==> src/rtl/camera_frame_writer.sv <==
// camera_frame_writer: decimates an RGB565 pixel stream, converts kept pixels to RGB444 and
// writes them into a double-buffered frame BRAM. The buffer select flips only after a complete
// frame of exactly SRC_WIDTH*SRC_HEIGHT pixels, so the reader never sees a torn frame.
module camera_frame_writer #(
  parameter int unsigned SRC_WIDTH  = 320,
  parameter int unsigned SRC_HEIGHT = 240,
  parameter int unsigned DECIM      = 2,
  parameter int unsigned ADDR_WIDTH = 17
) (
  input  logic                  clk_65mhz,
  input  logic                  rst_n_in,
  input  logic [15:0]           pixel_in,
  input  logic                  pixel_valid_in,
  input  logic                  frame_done_in,
  output logic                  wr_en_out,
  output logic [ADDR_WIDTH-1:0] wr_addr_out,
  output logic [11:0]           wr_data_out,
  output logic                  wr_buf_out,
  output logic                  frame_ready_out,
  output logic                  frame_error_out,
  output logic [7:0]            frame_count_out
);

  localparam int unsigned XW = (SRC_WIDTH > 1) ? $clog2(SRC_WIDTH) : 1;
  localparam int unsigned YW = $clog2(SRC_HEIGHT + 1);

  // DECIM is a power of two, so modulo reduces to a mask of the low bits.
  localparam logic [XW-1:0] XMask = XW'(DECIM - 1);
  localparam logic [YW-1:0] YMask = YW'(DECIM - 1);
  localparam logic [XW-1:0] XLast = XW'(SRC_WIDTH - 1);
  localparam logic [YW-1:0] YLast = YW'(SRC_HEIGHT - 1);

  typedef enum logic [1:0] {StSync, StActive, StOverrun} state_e;

  state_e                state_q;
  logic [XW-1:0]         sx_q;
  logic [YW-1:0]         sy_q;
  logic [ADDR_WIDTH-1:0] wa_q;
  logic                  done_q;  // all pixels of the frame have been received
  logic                  buf_q;   // buffer currently being filled

  logic accept;
  logic keep;
  logic last_pix;
  logic complete;
  logic commit;
  logic buf_next;
  logic [11:0] pix_444;

  // Low bits of each colour channel are dropped by the RGB565 -> RGB444 conversion.
  logic unused_pix;
  assign unused_pix = ^{pixel_in[11], pixel_in[6:5], pixel_in[0]};

  // Pixel acceptance, decimation and frame completeness decode.
  always_comb begin
    accept   = (state_q == StActive) && pixel_valid_in && !done_q;
    keep     = accept && ((sx_q & XMask) == '0) && ((sy_q & YMask) == '0);
    last_pix = (sx_q == XLast) && (sy_q == YLast);
    // A pixel coinciding with frame_done counts toward the ending frame.
    complete = (state_q == StActive) &&
               (done_q ? !pixel_valid_in : (pixel_valid_in && last_pix));
    commit   = frame_done_in && complete;
    buf_next = buf_q ^ commit;
    pix_444  = {pixel_in[15:12], pixel_in[10:7], pixel_in[4:1]};
  end

  // Frame FSM, position counters and registered write/status outputs.
  always_ff @(posedge clk_65mhz or negedge rst_n_in) begin
    if (!rst_n_in) begin
      state_q         <= StSync;
      sx_q            <= '0;
      sy_q            <= '0;
      wa_q            <= '0;
      done_q          <= 1'b0;
      buf_q           <= 1'b0;
      wr_en_out       <= 1'b0;
      wr_addr_out     <= '0;
      wr_data_out     <= '0;
      wr_buf_out      <= 1'b0;
      frame_ready_out <= 1'b0;
      frame_error_out <= 1'b0;
      frame_count_out <= '0;
    end else begin
      wr_en_out       <= keep;
      frame_ready_out <= 1'b0;
      frame_error_out <= 1'b0;
      if (keep) begin
        wr_addr_out <= wa_q;
        wr_data_out <= pix_444;
      end
      // A write carries the buffer in effect at acceptance, even if the frame commits now.
      wr_buf_out <= keep ? buf_q : buf_next;
      buf_q      <= buf_next;

      unique case (state_q)
        StSync: begin
          if (frame_done_in) begin
            sx_q    <= '0;
            sy_q    <= '0;
            wa_q    <= '0;
            done_q  <= 1'b0;
            state_q <= StActive;
          end
        end
        StActive: begin
          if (accept) begin
            if (keep) begin
              wa_q <= wa_q + ADDR_WIDTH'(1);
            end
            if (sx_q == XLast) begin
              sx_q <= '0;
              sy_q <= sy_q + YW'(1);
              if (last_pix) begin
                done_q <= 1'b1;
              end
            end else begin
              sx_q <= sx_q + XW'(1);
            end
          end else if (pixel_valid_in) begin
            // Pixel beyond a full frame.
            state_q <= StOverrun;
          end
        end
        StOverrun: begin
        end
        default: state_q <= StSync;
      endcase

      // End of frame overrides the counter updates above.
      if (frame_done_in && (state_q != StSync)) begin
        if (commit) begin
          frame_ready_out <= 1'b1;
          frame_count_out <= frame_count_out + 8'd1;
        end else begin
          frame_error_out <= 1'b1;
        end
        sx_q    <= '0;
        sy_q    <= '0;
        wa_q    <= '0;
        done_q  <= 1'b0;
        state_q <= StActive;
      end
    end
  end

endmodule

==> config.mk <==
export PLATFORM = sky130hd
export DESIGN_NAME = camera_frame_writer
export DESIGN_NICKNAME = d
export VERILOG_FILES = /design/src/rtl/camera_frame_writer.sv
export SDC_FILE = /design/constraint.sdc
export NUM_CORES = 1
export LEC_CHECK = 0
export BUFFER_PORTS_ARGS = -buffer_cell sky130_fd_sc_hd__buf_2
export CAP_MARGIN = 20
export CORE_MARGIN = 1
export CORE_UTILIZATION = 56
export DETAILED_ROUTE_END_ITERATION = 6
export PLACE_DENSITY = 0.83
export SETUP_SLACK_MARGIN = 0.5
export SYNTH_ARGS = -nofsm -noshare
export SYNTH_HDL_FRONTEND = slang
export SYNTH_SLANG_ARGS = --single-unit
==> constraint.sdc <==
create_clock -name clk_65mhz -period 2.3 [get_ports clk_65mhz]
set_clock_uncertainty 0.05 [all_clocks]
set_input_delay 0.115 -clock clk_65mhz [delete_from_list [all_inputs] [get_ports clk_65mhz]]
set_output_delay 0.115 -clock clk_65mhz [all_outputs]
set_load 0.1 [all_outputs]
# Yosys cells after proc, flatten, opt, wreduce, memory -nomap -nowiden
# Index checks and enable logic that the tools add are counted.
# totals
reg_bits	79
inputBits	20
out_inout_bits	41
elab_cells	84
# op_classes
n_reduce_logical	22
addsub	4
mux	32
n_eq_ne	12
n_bitwise	1
# op_table
cell	count
17-bit 2-to-1 mux	4
9-bit 2-to-1 mux	4
17-bit one-hot mux with 2 select lines	1
8-bit 2-to-1 mux	4
3-bit by 2-bit inequality test with 1-bit output (second input constant)	6
9-bit one-hot mux with 2 select lines	1
17-bit by 1-bit adder with 17-bit output (second input constant)	1
8-bit by 1-bit adder with 8-bit output (second input constant)	2
8-bit one-hot mux with 2 select lines	1
4-bit AND reduction	3
1-bit 2-to-1 mux	11
9-bit by 1-bit adder with 9-bit output (second input constant)	1
9-bit == test (second input constant)	1
1-bit logical AND	9
9-bit zero test	1
8-bit == test (second input constant)	1
8-bit zero test	1
2-bit 2-to-1 mux	4
2-bit one-hot mux with 3 select lines	1
5-bit AND reduction	1
3-bit inequality test (second input constant)	1
3-bit AND reduction	1
3-bit nonzero test	1
2-bit by 1-bit == test with 1-bit output (second input constant)	1
other kinds (8)	9

# Depth between registers and ports, before layout
# Gate-level depths: netlist of the first run.
# depth
depth_word	9
depth_mapped	8
ltp_nobuf	6

# Worst setup path after synthesis of the first run
# OpenSTA, ideal clock, no wires.
# synth_timing
path_type	reg2reg
from	reg sy_q[0]
to	reg frame_count_out[4]
path_buffers	0
setup_time_ns	0.159
arrival_time_ns	1.682
synth_period_minus_slack_ns	1.890
path_slack_ns	0.410
required_time_ns	2.091
stages_incl_launch_ff	7
cell_sequence	dfrtp_1 > ha_1 > and4b_1 > nand4b_2 > o31ai_4 > nand4_1 > xnor2_1
# synth_between
elab_chain_len	7
# synth_lines
item	line_no	rtl
start, declared	37	logic [YW-1:0] sy_q;
start signal, assigned	112	sy_q <= sy_q + YW'(1);
8-bit == test	58	last_pix = (sx_q == XLast) && (sy_q == YLast);
1-bit logical AND	58	
1-bit logical AND	61	(done_q ? !pixel_valid_in : (pixel_valid_in && last_pix));
1-bit 2-to-1 mux	61	
1-bit logical AND	60	complete = (state_q == StActive) &&
1-bit logical AND	62	commit = frame_done_in && complete;
2-bit AND reduction (no line)	n/a	
end signal, assigned	133	frame_count_out <= frame_count_out + 8'd1;
end, declared	21	output logic [7:0] frame_count_out
# No other way between the ends.
# A chain may end at the register's enable or synchronous reset.

# Worst setup path after layout of the first run
# layout_timing
from	reg sx_q[1]
to	reg frame_count_out[4]
# layout_between
elab_chain_len	7
# layout_lines
item	line_no	rtl
start, declared	36	logic [XW-1:0] sx_q;
start signal, assigned	117	sx_q <= sx_q + XW'(1);
9-bit == test	58	
1-bit logical AND	58	
1-bit logical AND	61	
1-bit 2-to-1 mux	61	
1-bit logical AND	60	
1-bit logical AND	62	
2-bit AND reduction (no line)	n/a	
# No other way between the ends.

==> impl_metrics.toml, run 1 <==
[floorplan]
coreArea_um2 = 6030
start_util_pct = 59.2
num_rows = 28
fp.dieH_um = 81.8
io_pins = 61
die-area_um2 = 6700
fp.dieW_um = 81.8

[cts]
cts_buffers = 9
clock_latency_ns = 0.35
clk_path_buf_depth = 2
htree_levels = 3
path_clk_slew_ns = 0.08
cts.sinks = 79
cts_tree = "yes"
root_buffer = "clkbuf_8"

[critical_path]
max_stage_delay_ns = 0.37
cp-end-kind = "register"
cp-startpoint = "sx_q[1]"
startpoint_type = "register"
worst-path-max-fanout = 6
cp_slowest_cell = "dfrtp_1"
arrival_ns = 2.05
worstSetupPathType = "reg -> reg"
r2r-start = "sx_q[1]"
crit_chain = "ha_2 > and4bb_2 > nand2_4 > o31ai_4 > nand4_1 > xnor2_2"
cp.required_ns = 2.48

[sta]
rsz0062_at_grt = "true"
relSlewSlack_pct = 62.6
max_freq_mhz = 536
period_needed_ns = 1.87
timing.final.ws_setup_ns = 0.434
finalSetupTns_ns = 0
worst_pin_slew_ns = 0.560
fin_crit_sh_pct = 81.1
hold_viol_final = 0
timing.final.max_slew_violations = 0
setup_viol = 0

[logic_synthesis]
syn_area_um2 = 3570
synth_flop_cell = "dfrtp_1"
ys_ff_latch = 79
yosysSeqAreaShare_pct = 55.4
synthDistinctLibCells = 43
synthTopCellsByArea = "dfrtp_1 55%, nand2_1 12%, xnor2_1 5.2%, nor2_1 3.3%, xor2_1 2.9%"
synthCells = 370
synth_top_cell_area_share_pct = 55.4
synth_nets = 394
yosysTopAreaCell = "dfrtp_1"
yosys-top-cells-count = "112 x nand2_1, 79 x dfrtp_1, 31 x nor2_1"
yosys_warnings = 0
async_flop_share_pct = 100
synth_edf_count = 0
syn_area_per_cell_um2 = 9.65
synth.most_common_cell = "nand2_1"

[power_and_ir_drop]
power_mw = 3.13
power.density_nw_per_um2 = 702
ir_worst_vdd_uv = 663
leakage_nw = 2.24

[route]
first_pass_iters = 4
viasPerCell = 5.44
drt_iter0_drc = 153
num_vias = 2920
routed_wl_um = 7640
detail-route-antenna-nets = 0
wl_per_cell_um = 14.2
drc = 0

[finish]
drive_gt1_share_pct = 25.5
syn2layout_area_growth_pct = 25.1
n_antenna_cell = 0
fin_util_pct = 74.1
fin_nets = 481

[placed_design]
portBuffers = 56
place_ws_ns = 0.283
dp_hpwl_um = 4720
gp_congestion = 0.777

[job]
cap_violations = 0

[global_routing]
antenna_found_initial = 0
grt.total_usage_pct = 24.7
grt_overflow_total = 0
grt_pass1_wl_um = 12400
grt_start_max_net_pins = 45
grt_pass1_vias = 2745

[status]
outcome = "finished clean"

[hold_path]
min_from = "pixel_valid_in"
min_path_type = "in -> reg"
-- layout by cell type (no fill, tap or decap), drive strengths merged, types with 2 or more instances in the layout --
cell | netlist | layout
nand2 | 113 | 113
dfrtp | 79 | 79
buf | 6 | 76
nor2 | 31 | 31
xnor2 | 21 | 21
dlygate4sd3 | 0 | 13
xor2 | 12 | 12
a21oi | 12 | 12
nor3 | 12 | 12
nand3 | 11 | 11
clkbuf | 7 | 10
nor4 | 9 | 9
nand4 | 8 | 8
and3 | 7 | 7
nor2b | 5 | 5
o21ai | 5 | 5
inv | 4 | 4
ha | 4 | 4
clkinv | 0 | 3
and4 | 2 | 2
or3 | 2 | 2
a31oi | 2 | 2
nor4b | 2 | 2
bufinv | 0 | 2
and4bb | 2 | 2
-- final timing paths --
path | slack (ns) | to | depth (start not counted)
min in group asynchronous | 0.25 | frame_count_out[6] | 2
max in group asynchronous | 1.37 | wr_addr_out[2] | 3
min reg2reg | 0.41 | frame_count_out[7] | 1
max | 0.43 | frame_count_out[4] | 6
max reg2reg | 0.43 | frame_count_out[4] | 6
min | 0.08 | state_q[1] | 3
-- per-stage QoR --
stage	hold slack [ns]	instances	area, um2
after detailed placement	0.0976	498	3990
after floorplan	-0.231	370	3580
after CTS	0.0445	534	4410
final	0.0789	537	4460
after global routing	0.0899	537	4460
after global placement	0.0922	498	3990
-- metal layers --
metal  vias to the layer above  global-route usage, %  wire, um
met2                        59                   42.5      3940
met1                      1444                   31.0      3350
li1                       1404                      -         -
met4                         0                   9.47       102
met5                         -                      0         0
met3                        13                   4.11       242
-- worst max-delay path, delay by kind of cell, from the launching register on --
kind                     cells  cell delay, ns
XOR/XNOR                     1            0.19
AO/OA/AOI/OAI                1            0.30
adder cells (fa/ha/maj)      1            0.22
flip-flops                   1            0.37
AND/OR/NAND/NOR              3            0.62
-- logic make-up after synthesis --
logic type      after synthesis  share of synthesized area [%]
mux                           1                          0.280
buf+inv                      17                           2.03
xor+xnor                     33                           8.10
compound gates               24                           4.21
simple gates                212                           28.6
flops                        79                           55.4
fa+ha+maj                     4                           1.40
-- state kept, by name, indices dropped and copies added (netlist names) --
signal,count
buf_q,1
done_q,1
frame_count_out,8
frame_error_out,1
frame_ready_out,1
state_q,2
sx_q,9
sy_q,8
wa_q,17
wr_addr_out,17
wr_buf_out,1
wr_data_out,12
wr_en_out,1
-- power breakdown --
| part | total [mW] | leakage (nW) | switching [mW] | internal, mW |
|---|---|---|---|---|
| registers | 1.46 | 1.06 | 0.0283 | 1.43 |
| logic | 0.532 | 1.07 | 0.433 | 0.0994 |
| clock network | 1.14 | 0.107 | 0.519 | 0.619 |
| total | 3.13 | 2.24 | 0.980 | 2.15 |
-- area by class of cell --
class	count	area (um2)
Tap cell	75	93.8
Clock inverter	6	93.8
Clock buffer	10	128
Sequential cell	79	1980
Fill cell	402	1560
Timing Repair Buffer	89	576
Inverter	4	16.3
Multi-Input combinational cell	274	1580
-- timing repair --
item	in CTS	in global routing
setup endpoints to repair	22	36
cloned	0	0
hold buffers	13	0
hold endpoints to repair	55	0
buffers inserted	7	3
resized for setup	6	7
pin swaps	3	4
Note: power is estimated with default switching activity, not from simulation.
==> run 2, diff against run 1 <==
clock period = 1.8 ns   (was 2.3 ns; I/O delays follow)
==> run 2 against run 1 <==
  * The run now ends with negative setup slack left
  * Clock-buffer cell count rose by 2
  * Sequential share of layout area shrank 9.5 points
  * Final area increased by 28%
  * Combinational power up 92%
  * Cell count grew 9.1%
  * Worst hold slack better by 0.018 ns
  * Critical path type unchanged
==> impl_metrics.toml, run 2 (synthesis results as in run 1) <==
[critical_path]
crit_chain = "and4bb_4 > buf_6 > a21oi_4 > buf_6 > nor4_4 > xnor2_1 > nor2_1"
r2r-start = "state_q[0]"
critical_path_buf_inv_count = 2
cp.required_ns = 2.02
cp-startpoint = "state_q[0]"
arrival_ns = 2.16
crit_family = "simple AND/OR/NAND/NOR gates"
worstSetupPathType = "reg -> reg"
worst-path-max-fanout = 7
path_depth = 7
path_common_cell = "buf_6"
max_stage_delay_ns = 0.44
rr_endpoint = "wa_q[10]"
cp_slowest_cell = "dfrtp_1"
cp-end-kind = "register"
r2r_cells = 7
startpoint_type = "register"
r2r_slack_ns = -0.14

[global_routing]
antenna_found_initial = 1
grt_overflow_total = 0
grt.total_usage_pct = 35.1
grt_pass1_vias = 3452
grt_start_max_net_pins = 55
grt_pass1_wl_um = 17100

[sta]
holdWs_ns = 0.0972
period_needed_ns = 1.94
setup_viol = 25
max_freq_mhz = 516
timing.final.ws_setup_ns = -0.139
relSlewSlack_pct = 64.0
worst_pin_slew_ns = 0.539
fin_crit_sh_pct = 108
timing.final.max_slew_violations = 0
hold_viol_final = 0
rsz0062_at_grt = "true"

[cts]
clock_latency_ns = 0.38
root_buffer = "clkbuf_8"
htree_levels = 3
path_clk_slew_ns = 0.09
cts.sinks = 79
clk_path_buf_depth = 2
cts_buffers = 9
cts_tree = "yes"

[route]
first_pass_iters = 5
drc = 0
drt_iter0_drc = 652
num_vias = 4057
viasPerCell = 6.92
routed_wl_um = 16600
wl_per_cell_um = 28.3
detail-route-antenna-nets = 0

[hold_path]
min_path_type = "in -> reg"
min_path_cells = 2
hold_path_end = "wa_q[1]"
min_from = "frame_done_in"

[finish]
multi_input_area_um2 = 2140
drive_gt1_share_pct = 48.3
final_cell_mix = "75 x nand2_1, 72 x dfrtp_1, 40 x buf_4, 29 x nor2_1"
reg_top3 = "wa_q (17), wr_addr_out (17), wr_data_out (12)"
n_antenna_cell = 0
syn2layout_area_growth_pct = 59.7
fill_cells = 157
seq_area_um2 = 1990
fin_nets = 530
design_area_um2 = 5700
final_common_cell = "nand2_1"

[power_and_ir_drop]
leakage_nw = 2.84
power.density_nw_per_um2 = 732
ir_worst_vdd_uv = 770

[floorplan]
fp.dieW_um = 81.8
start_util_pct = 59.2
die-area_um2 = 6700
io_pins = 61
fp.dieH_um = 81.8
num_rows = 28
coreArea_um2 = 6030

[status]
outcome = "complete, but fails checks"
violations = "negative setup slack"

[placed_design]
place_ws_ns = 0.0281
dpl-instance-area_um2 = 4310
gp_congestion = 0.802
portBuffers = 56
dp_hpwl_um = 5140

[job]
cap_violations = 0
## run 2: cell type report
class / count / share of cell area [%]
multi-input combinational: 274 / 37.5
sequential: 79 / 34.9
timing repair buffer: 138 / 22.5
clock buffer: 12 / 2.55
tap: 75 / 1.65
inverter: 4 / 0.483
clock inverter: 4 / 0.395
## run 2: worst max-delay path by stage
stage | end | slack (ns)
after floorplan | frame_count_out[6] | -0.006
after global placement | frame_count_out[4] | 0.07
after detailed placement | wa_q[12] | 0.03
after CTS | frame_count_out[6] | 0.06
after global routing | sx_q[8] | -0.24
final | wa_q[10] | -0.14
## run 2: stage by stage
step	utilization [%]	instances	TNS [ns]	power, mW
after CTS	83.6	567	0	3.83
after global placement	71.5	515	0	2.56
final	94.6	586	-1.90	4.17
after floorplan	-	370	-0.00597	2.43
after global routing	94.6	586	-3.79	4.24
after detailed placement	71.5	515	0	2.58
## run 2: worst reg2reg max path, cell delays in order (launching register included)
cell      delay [ns]
dfrtp_1         0.44
and4bb_4        0.25
buf_6           0.12
a21oi_4         0.44
buf_6           0.19
nor4_4          0.04
xnor2_1         0.14
nor2_1          0.17
## run 2: timing repair
item,4_1_cts,5_1_grt
endpoints found under the setup margin,84,103
pin swaps,19,52
cloned,3,2
hold endpoints to repair,91,0
hold buffers,13,0
setup buffers,20,17
resized for setup,49,130
## run 2: metal layers
layer	up-vias	share of wire, %	global-route usage (%)
met3	150	14	9.78
met5	-	0.16	0
li1	1513	-	-
met2	469	44	56.8
met4	2	7.7	22.6
met1	1923	34	41.0
## run 2: report_power, final
group / internal [mW] / total (mW) / switching [mW] / leakage (nW)
logic: 0.303 / 1.02 / 0.720 / 1.70
registers: 1.83 / 1.90 / 0.0624 / 1.06
clock network: 0.534 / 1.25 / 0.720 / 0.0861
total: 2.67 / 4.17 / 1.50 / 2.84
